File: src/rtl/serdes_pkg.sv
// rtl/serdes_pkg.sv - shared types and sizing helpers for the serial bit path
package serdes_pkg;

  typedef enum logic {
    IDLE  = 1'b0,
    SHIFT = 1'b1
  } state_t;

  localparam int SERDES_DEFAULT_WIDTH = 8;

  // Bits needed to hold an index 0..width-1; never narrower than one bit.
  function automatic int cnt_width(input int width);
    return (width > 1) ? $clog2(width) : 1;
  endfunction

endpackage

File: src/rtl/piso_serializer_if.sv
// rtl/piso_serializer_if.sv - load handshake and serial output bundle
interface piso_serializer_if
  import serdes_pkg::*;
#(
  parameter int WIDTH = SERDES_DEFAULT_WIDTH
);
  logic             load_valid;
  logic             load_ready;
  logic [WIDTH-1:0] load_data;
  logic             shift_en;
  logic             sdata;
  logic             sframe;
  logic             done;

  modport master (
    output load_valid, load_data, shift_en,
    input  load_ready, sdata, sframe, done
  );

  modport slave (
    input  load_valid, load_data, shift_en,
    output load_ready, sdata, sframe, done
  );
endinterface

File: src/rtl/piso_serializer_bit_down_counter.sv
// rtl/piso_serializer_bit_down_counter.sv - loadable down counter with zero flag
module bit_down_counter
  import serdes_pkg::*;
#(
  parameter int W = 3
) (
  input  logic         clk,
  input  logic         clr,
  input  logic         load,
  input  logic [W-1:0] load_value,
  input  logic         en,
  output logic         zero
);
  logic [W-1:0] r_count;

  // Load wins over decrement; the count parks at zero rather than wrapping.
  always_ff @(posedge clk or negedge clr) begin
    if (!clr) begin
      r_count <= '0;
    end else if (load) begin
      r_count <= load_value;
    end else if (en && (r_count != '0)) begin
      r_count <= r_count - W'(1);
    end
  end

  assign zero = (r_count == '0);
endmodule

File: src/rtl/piso_serializer.sv
// rtl/piso_serializer.sv - parallel-in serial-out transmitter with framing strobe
module piso_serializer
  import serdes_pkg::*;
#(
  parameter int WIDTH     = SERDES_DEFAULT_WIDTH,
  parameter bit MSB_FIRST = 1'b1
) (
  input logic               clk,
  input logic               clr,
  piso_serializer_if.slave  bus
);
  localparam int            CW       = cnt_width(WIDTH);
  localparam logic [CW-1:0] LAST_IDX = CW'(WIDTH - 1);

  state_t           r_state;
  logic [WIDTH-1:0] r_shreg;
  logic             r_sdata;
  logic             r_sframe;
  logic             r_done;

  logic w_zero;
  logic w_ready;
  logic w_accept;
  logic w_step;
  logic w_first_bit;
  logic w_next_bit;

  // Ready in idle, or in the last-bit slot so a new word can follow with no gap.
  assign w_ready  = (r_state == IDLE) ||
                    ((r_state == SHIFT) && w_zero && bus.shift_en);
  assign w_accept = bus.load_valid && w_ready;
  assign w_step   = (r_state == SHIFT) && bus.shift_en && !w_zero;

  // The output end of the register is always the bit currently on sdata.
  assign w_first_bit = MSB_FIRST ? bus.load_data[WIDTH-1] : bus.load_data[0];
  assign w_next_bit  = MSB_FIRST ? r_shreg[WIDTH-2]       : r_shreg[1];

  bit_down_counter #(
    .W (CW)
  ) u_bit_cnt (
    .clk        (clk),
    .clr        (clr),
    .load       (w_accept),
    .load_value (LAST_IDX),
    .en         (w_step),
    .zero       (w_zero)
  );

  // Transmit FSM: captures words, walks bits out, frames them and flags completion.
  always_ff @(posedge clk or negedge clr) begin
    if (!clr) begin
      r_state  <= IDLE;
      r_shreg  <= '0;
      r_sdata  <= 1'b0;
      r_sframe <= 1'b0;
      r_done   <= 1'b0;
    end else begin
      r_done <= 1'b0;
      case (r_state)
        IDLE: begin
          if (w_accept) begin
            r_shreg  <= bus.load_data;
            r_sdata  <= w_first_bit;
            r_sframe <= 1'b1;
            r_state  <= SHIFT;
          end
        end
        SHIFT: begin
          if (bus.shift_en) begin
            if (!w_zero) begin
              r_shreg <= MSB_FIRST ? (r_shreg << 1) : (r_shreg >> 1);
              r_sdata <= w_next_bit;
            end else begin
              r_done <= 1'b1;
              if (w_accept) begin
                r_shreg <= bus.load_data;
                r_sdata <= w_first_bit;
              end else begin
                r_state  <= IDLE;
                r_sframe <= 1'b0;
                r_sdata  <= 1'b0;
              end
            end
          end
        end
        default: r_state <= IDLE;
      endcase
    end
  end

  assign bus.load_ready = w_ready;
  assign bus.sdata      = r_sdata;
  assign bus.sframe     = r_sframe;
  assign bus.done       = r_done;
endmodule

File: src/flat_wrapper.sv
// flat-port wrapper written by rule: the top's interface ports become plain ports
module piso_serializer_flat import serdes_pkg::*;
#(
  parameter int WIDTH     = SERDES_DEFAULT_WIDTH,
  parameter bit MSB_FIRST = 1'b1
)
  (clk, clr, bus_load_valid, bus_load_data, bus_shift_en, bus_load_ready, bus_sdata, bus_sframe, bus_done);
  piso_serializer_if #(.WIDTH(WIDTH)) bus_i ();
  input logic clk;
  input logic clr;
  input wire logic [$bits(bus_i.load_valid)-1:0] bus_load_valid;
  input wire logic [$bits(bus_i.load_data)-1:0] bus_load_data;
  input wire logic [$bits(bus_i.shift_en)-1:0] bus_shift_en;
  output wire logic [$bits(bus_i.load_ready)-1:0] bus_load_ready;
  output wire logic [$bits(bus_i.sdata)-1:0] bus_sdata;
  output wire logic [$bits(bus_i.sframe)-1:0] bus_sframe;
  output wire logic [$bits(bus_i.done)-1:0] bus_done;
  assign bus_i.load_valid = bus_load_valid;
  assign bus_i.load_data = bus_load_data;
  assign bus_i.shift_en = bus_shift_en;
  assign bus_load_ready = bus_i.load_ready;
  assign bus_sdata = bus_i.sdata;
  assign bus_sframe = bus_i.sframe;
  assign bus_done = bus_i.done;
  piso_serializer #(.WIDTH(WIDTH), .MSB_FIRST(MSB_FIRST)) u_core (.clk(clk), .clr(clr), .bus(bus_i));
endmodule
File: config.mk
export PLATFORM = sky130hd
export DESIGN_NAME = piso_serializer_flat
export DESIGN_NICKNAME = d
export VERILOG_FILES = /design/src/rtl/serdes_pkg.sv /design/src/rtl/piso_serializer_if.sv /design/src/rtl/piso_serializer_bit_down_counter.sv /design/src/rtl/piso_serializer.sv /design/src/flat_wrapper.sv
export SDC_FILE = /design/constraint.sdc
export NUM_CORES = 1
export LEC_CHECK = 0
export ABC_AREA = 1
export CORE_ASPECT_RATIO = 0.9
export CORE_MARGIN = 3
export CORE_UTILIZATION = 35
export DETAILED_ROUTE_END_ITERATION = 8
export PLACE_DENSITY_LB_ADDON = 0.3
export RECOVER_POWER = 25
export REMOVE_ABC_BUFFERS = 1
export SLEW_MARGIN = 20
export SYNTH_ARGS = -nofsm -noshare
export SYNTH_HDL_FRONTEND = slang
export SYNTH_SLANG_ARGS = --single-unit
export TNS_END_PERCENT = 20
File: constraint.sdc
create_clock -name clk -period 1.35 [get_ports clk]
set_input_delay 0.27 -clock clk [delete_from_list [all_inputs] [get_ports clk]]
set_output_delay 0.27 -clock clk [all_outputs]
set_load 0.005 [all_outputs]
==> After elaboration in Yosys (flattened, before gate mapping) <==
Index checks and enable logic that the tools add are counted.
{ "totals": {"register_bits": 15} }
{ "classes": {"n_bitwise": 1, "n_addsub": 1, "muxes": 23, "n_reduce_logical": 13, "eq_ne": 4} }
{ "ops": {"columns": ["operator", "n"], "rows": [
  ["$mux W8", 3],
  ["$pmux W8 S2", 1],
  ["$mux W1", 14],
  ["$ne A2 B2 Y1 const B", 4],
  ["$logic_and A1 B1 Y1", 6],
  ["$mux W3", 2],
  ["$pmux W1 S2", 3],
  ["$reduce_and A4 Y1", 1],
  ["$logic_not A3 Y1", 1],
  ["$reduce_bool A3 Y1", 1],
  ["$sub A3 B1 Y3 const B", 1],
  ["$reduce_and A2 Y1", 1],
  ["$reduce_bool A2 Y1", 1],
  ["$logic_not A1 Y1", 1],
  ["$logic_or A1 B1 Y1", 1],
  ["$not A1 Y1", 1]
]} }

==> Logic depth before layout (Yosys ltp) <==
{ "logic_depth": {"ltp_word": 9, "depth_mapped": 9, "mapped_depth_nobuf": 9} }

==> By module <==
Synthesis repeated with hierarchy kept, for this count alone.
{ "unflattened": {"cells_unflattened": 115, "hier_area_um2": 817.0} }
{ "modules_own_cells": {"columns": ["module", "cells_per_inst", "instances", "area_per_inst_um2"], "rows": [
  ["piso_serializer", 88, 1, 624.3],
  ["bit_down_counter", 27, 1, 192.7]
]} }

==> Worst setup path before layout <==
OpenSTA, ideal clock, no wires.
{ "synth_path": {"kind": "reg2reg", "start": "register u_core.u_bit_cnt.r_count[0]", "end": "register u_core.r_shreg[0]", "synth_period_minus_slack_ps": 1231, "path_stages_with_launch": 9, "path_buffers": 1, "arrival_time_ps": 1113, "setup_ps": 117, "slack_ps": 119, "cell_sequence": "dfrtp_1 > inv_1 > ha_1 > nand3_1 > nand2_1 > buf_6 > nand2_1 > nand3_1 > nand2_1"} }
{ "synth_between": {"elab_chain_cells": 9} }
{ "synth_lines": {"columns": ["element", "line_no", "text"], "rows": [
  ["start: declaration", "piso_serializer_bit_down_counter.sv:14", "logic [W-1:0] r_count;"],
  ["start signal: assignment", "piso_serializer_bit_down_counter.sv:21", "r_count <= load_value;"],
  ["start signal: assignment", "piso_serializer_bit_down_counter.sv:23", "r_count <= r_count - W'(1);"],
  ["$logic_not A3 Y1 (*)", "piso_serializer_bit_down_counter.sv:27", "assign zero = (r_count == '0);"],
  ["$logic_and A1 B1 Y1 (*) (2 in a row)", "piso_serializer.sv:30", "((r_state == SHIFT) && w_zero && bus.shift_en);"],
  ["$logic_or A1 B1 Y1 (*)", "piso_serializer.sv:29", "assign w_ready = (r_state == IDLE) ||"],
  ["net bus_load_ready", "flat_wrapper.sv:14", "output wire logic [$bits(bus_i.load_ready)-1:0] bus_load_ready;"],
  ["$logic_and A1 B1 Y1 (*)", "piso_serializer.sv:31", "assign w_accept = bus.load_valid && w_ready;"],
  ["$mux W8 (*)", null, null],
  ["$mux W8", "piso_serializer.sv:70", "if (!w_zero) begin"],
  ["$mux W8", "piso_serializer.sv:69", "if (bus.shift_en) begin"],
  ["$pmux W8 S2 (*)", "piso_serializer.sv:59", "case (r_state)"],
  ["end signal: assignment", "piso_serializer.sv:62", "r_shreg <= bus.load_data;"],
  ["end signal: assignment", "piso_serializer.sv:71", "r_shreg <= MSB_FIRST ? (r_shreg << 1) : (r_shreg >> 1);"],
  ["end signal: assignment", "piso_serializer.sv:76", "r_shreg <= bus.load_data;"],
  ["end: declaration", "piso_serializer.sv:16", "logic [WIDTH-1:0] r_shreg;"]
]} }
The timed path passes the listed nets; every way through them passes the cells marked *. The select of a mux whose other input is x is not followed.
A chain may end at the register's enable or synchronous reset.

==> Worst setup path in the final report <==
{ "layout_path": {"start": "register u_core.u_bit_cnt.r_count[0]", "end": "output bus_load_ready"} }
{ "layout_between": {"elab_chain_cells": 4} }
{ "layout_lines": {"columns": ["element", "line_no"], "rows": [
  ["$logic_not A3 Y1", "piso_serializer_bit_down_counter.sv:27"],
  ["$logic_and A1 B1 Y1 (2 in a row)", "piso_serializer.sv:30"],
  ["$logic_or A1 B1 Y1", "piso_serializer.sv:29"],
  ["end: declaration", "flat_wrapper.sv:14"]
]} }
No other way between the ends.

==> impl_metrics.ini <==
[drt]
first_iter_violations = 6
viasPerCell = 4.753
wl_per_cell_um = 11.25
first_pass_iters = 3
routed_wl_um = 1733
final_antenna_net_count = 0
post-route-drc-count = 0
vias = 732

[clocking]
clkLatencyLatePin_ps = 280
htree_levels = 1
cts_buffers = 3
root_buffer = clkbuf_4
hold_buffers = 0
clk_path_buf_depth = 2
cts_tree = yes
cts.clk_slew.worst_paths_ps = 90
clock-sinks = 14

[synth]
synth_area_um2 = 759.5
yosysUniqueCellTypes = 17
synth_area_leaders = dfrtp_1 (46%), nand2_1 (11%), nand3_1 (9.2%)
synth_top_cell_by_area = dfrtp_1
ys_seq_elements = 14
postSynthCellCount = 98
yosysMostFrequentCell = nand2_1
seq_area_frac_synth = 0.4613
synthTopCellsByCount = nand2_1 (22), dfrtp_1 (14), nand3_1 (14), inv_1 (13), a21oi_1 (12)
ys.flop_type = dfrtp_1
synth_edf_count = 0
yosysWarnings = 0
synthArstFlopShare = 1.000
avgSynthCellArea_um2 = 7.750
synthDominantCellAreaShare = 0.4613

[layout]
diodes = 0
finalNetCount = 145
fin_area_um2 = 1122
fillers = 197
area_delta_synth_final_pct = 47.78
layout-drive-gt1-share = 0.2713
multi_input_area_um2 = 401.6
final_util = 0.5642
regArea_um2 = 350.3

[timing]
fin_skew_ps = 10.23
relSlewSlack = 0.4814
finalCriticalPeriod_ps = 1394
timing.fmax_mhz = 717.5
setup_slack_ps = -43.76
setup_viol = 1
fin_crit_sh = 1.032
hold_viol_final = 0
rsz0062_at_grt = true
worst_pin_slew_ps = 777.9
final_max_slew_viol_count = 0

[floorplanning]
rows = 15
die_w_um = 55.10
die_area_um2 = 2765
chipHeight_um = 50.19
start_util = 0.3818
coreArea_um2 = 1989
io_pins = 16

[worst_setup_path]
worst-setup-path-type = flop to output pin
cp-start-kind = flop
critPathCaptureType = output pin
cp.required_ps = 1080
arrival_ps = 1120
crit_fanout = 2

[global_routing]
grt_usage = 0.1411
antenna_found_initial = 0
grt.overflow.total = 0
grt_pass1_vias = 670
grt_pass1_wl_um = 2842
grt_max_degree = 15

[flow_run]
max_cap_viol_count = 0

[pwr]
power_density_nw_per_um2 = 1869
p_leak_nw = 0.5604
max-vdd-ir-drop_uv = 1083
totalPowerFinal_mw = 2.097

[place]
dp_slack_ps = -359.1
dpl_cell_area_um2 = 1022
post-dp-hpwl_um = 1281
gp_congestion = 0.8246
io_buffers = 15

[status]
status = finished, violations left
violations = negative setup slack

[min_path]
min_path_type = flop to flop
[kinds of logic after synthesis]
family	synth area share
AND/OR/NAND/NOR	0.2866
AO/OA/AOI/OAI	0.1186
buffers and inverters	0.1005
flip-flops	0.4613
adder cells (fa/ha/maj)	0.03294
[per-stage QoR]
| stage | instances | setup TNS, ps | hold WS, ps |
|---|---|---|---|
| 6_report | 154 | -43.76 | 488.7 |
| 5_1_grt | 154 | -588.5 | 524.7 |
| 4_1_cts | 154 | -54.79 | 295.4 |
| 3_5_place_dp | 149 | -1483 | 473.8 |
| 3_3_place_gp | 149 | -1235 | 463.1 |
| 2_1_floorplan | 95 | 0 | -25.59 |
[timing repair]
| item | in CTS | in global routing |
|---|---|---|
| endpoints found under the hold margin | 0 | 0 |
| buffers inserted | 2 | 0 |
| setup endpoints to repair | 15 | 13 |
| pin swaps | 3 | 5 |
| resized for setup | 17 | 11 |
[path summary, 6_finish.rpt]
check | startpoint | end | slack [ps] | cells after the start
worst max register to register | u_core.u_bit_cnt.r_count[0] | u_core.r_shreg[3] | 20 | 8
max in group asynchronous | clr | u_core.r_state | 290 | 2
worst min-delay path | u_core.bus.sframe | u_core.bus.sframe | 490 | 2
worst min register to register | u_core.bus.sframe | u_core.bus.sframe | 490 | 2
worst max-delay path | u_core.u_bit_cnt.r_count[0] | bus_load_ready | -40 | 5
min in group asynchronous | clr | u_core.u_bit_cnt.r_count[2] | 570 | 2
[routing by layer]
layer / part of all wire / vias to the layer above / global-route usage
met5: 0 / - / 0
met4: 0.016 / 0 / 0.02429
met3: 0.053 / 4 / 0.06528
met2: 0.48 / 14 / 0.2126
met1: 0.45 / 341 / 0.1859
li1: - / 373 / -
[registers in the layout, summed over array words and instances, names as in the netlist]
| register | cells |
|---|---|
| u_core.bus.done | 1 |
| u_core.u_bit_cnt.r_count | 3 |
| u_core.bus.sdata | 1 |
| u_core.r_shreg | 7 |
| u_core.bus.sframe | 1 |
| u_core.r_state | 1 |
[critical path, cell delays in order (launching register included)]
cell	delay, ps
dfrtp_1	400
inv_2	90
ha_4	140
nand3_2	70
nand2_2	80
buf_6	90
[cell usage in the layout (no fill, tap or decap), types with 2 or more instances in the layout]
cell type / count
a21oi_1: 10
clkbuf_4: 3
a21oi_2: 2
nand2_4: 3
inv_2: 4
dfrtp_1: 14
nand2_2: 2
dlygate4sd2_1: 3
or2_1: 4
nand2_1: 18
clkdlybuf4s50_1: 10
nor2_1: 2
inv_1: 10
o21ai_0: 2
nor2_2: 2
nand3_1: 13
or2_0: 2
buf_4: 15
[where the power goes]
part | internal (mW) | switching, mW | leakage, nW
Combinational | 0.571 | 0.596 | 0.387
Clock | 0.103 | 0.128 | 0.0138
Sequential | 0.602 | 0.0979 | 0.160
[cell type report]
| cell class | instances | share of cell area |
|---|---|---|
| clock buffer | 3 | 0.02007 |
| inverter | 14 | 0.04682 |
| tap | 25 | 0.02787 |
| timing repair buffer | 31 | 0.2352 |
| multi-input combinational | 67 | 0.3579 |
| sequential | 14 | 0.3122 |
No activity file was read; power rests on OpenSTA's default activity.
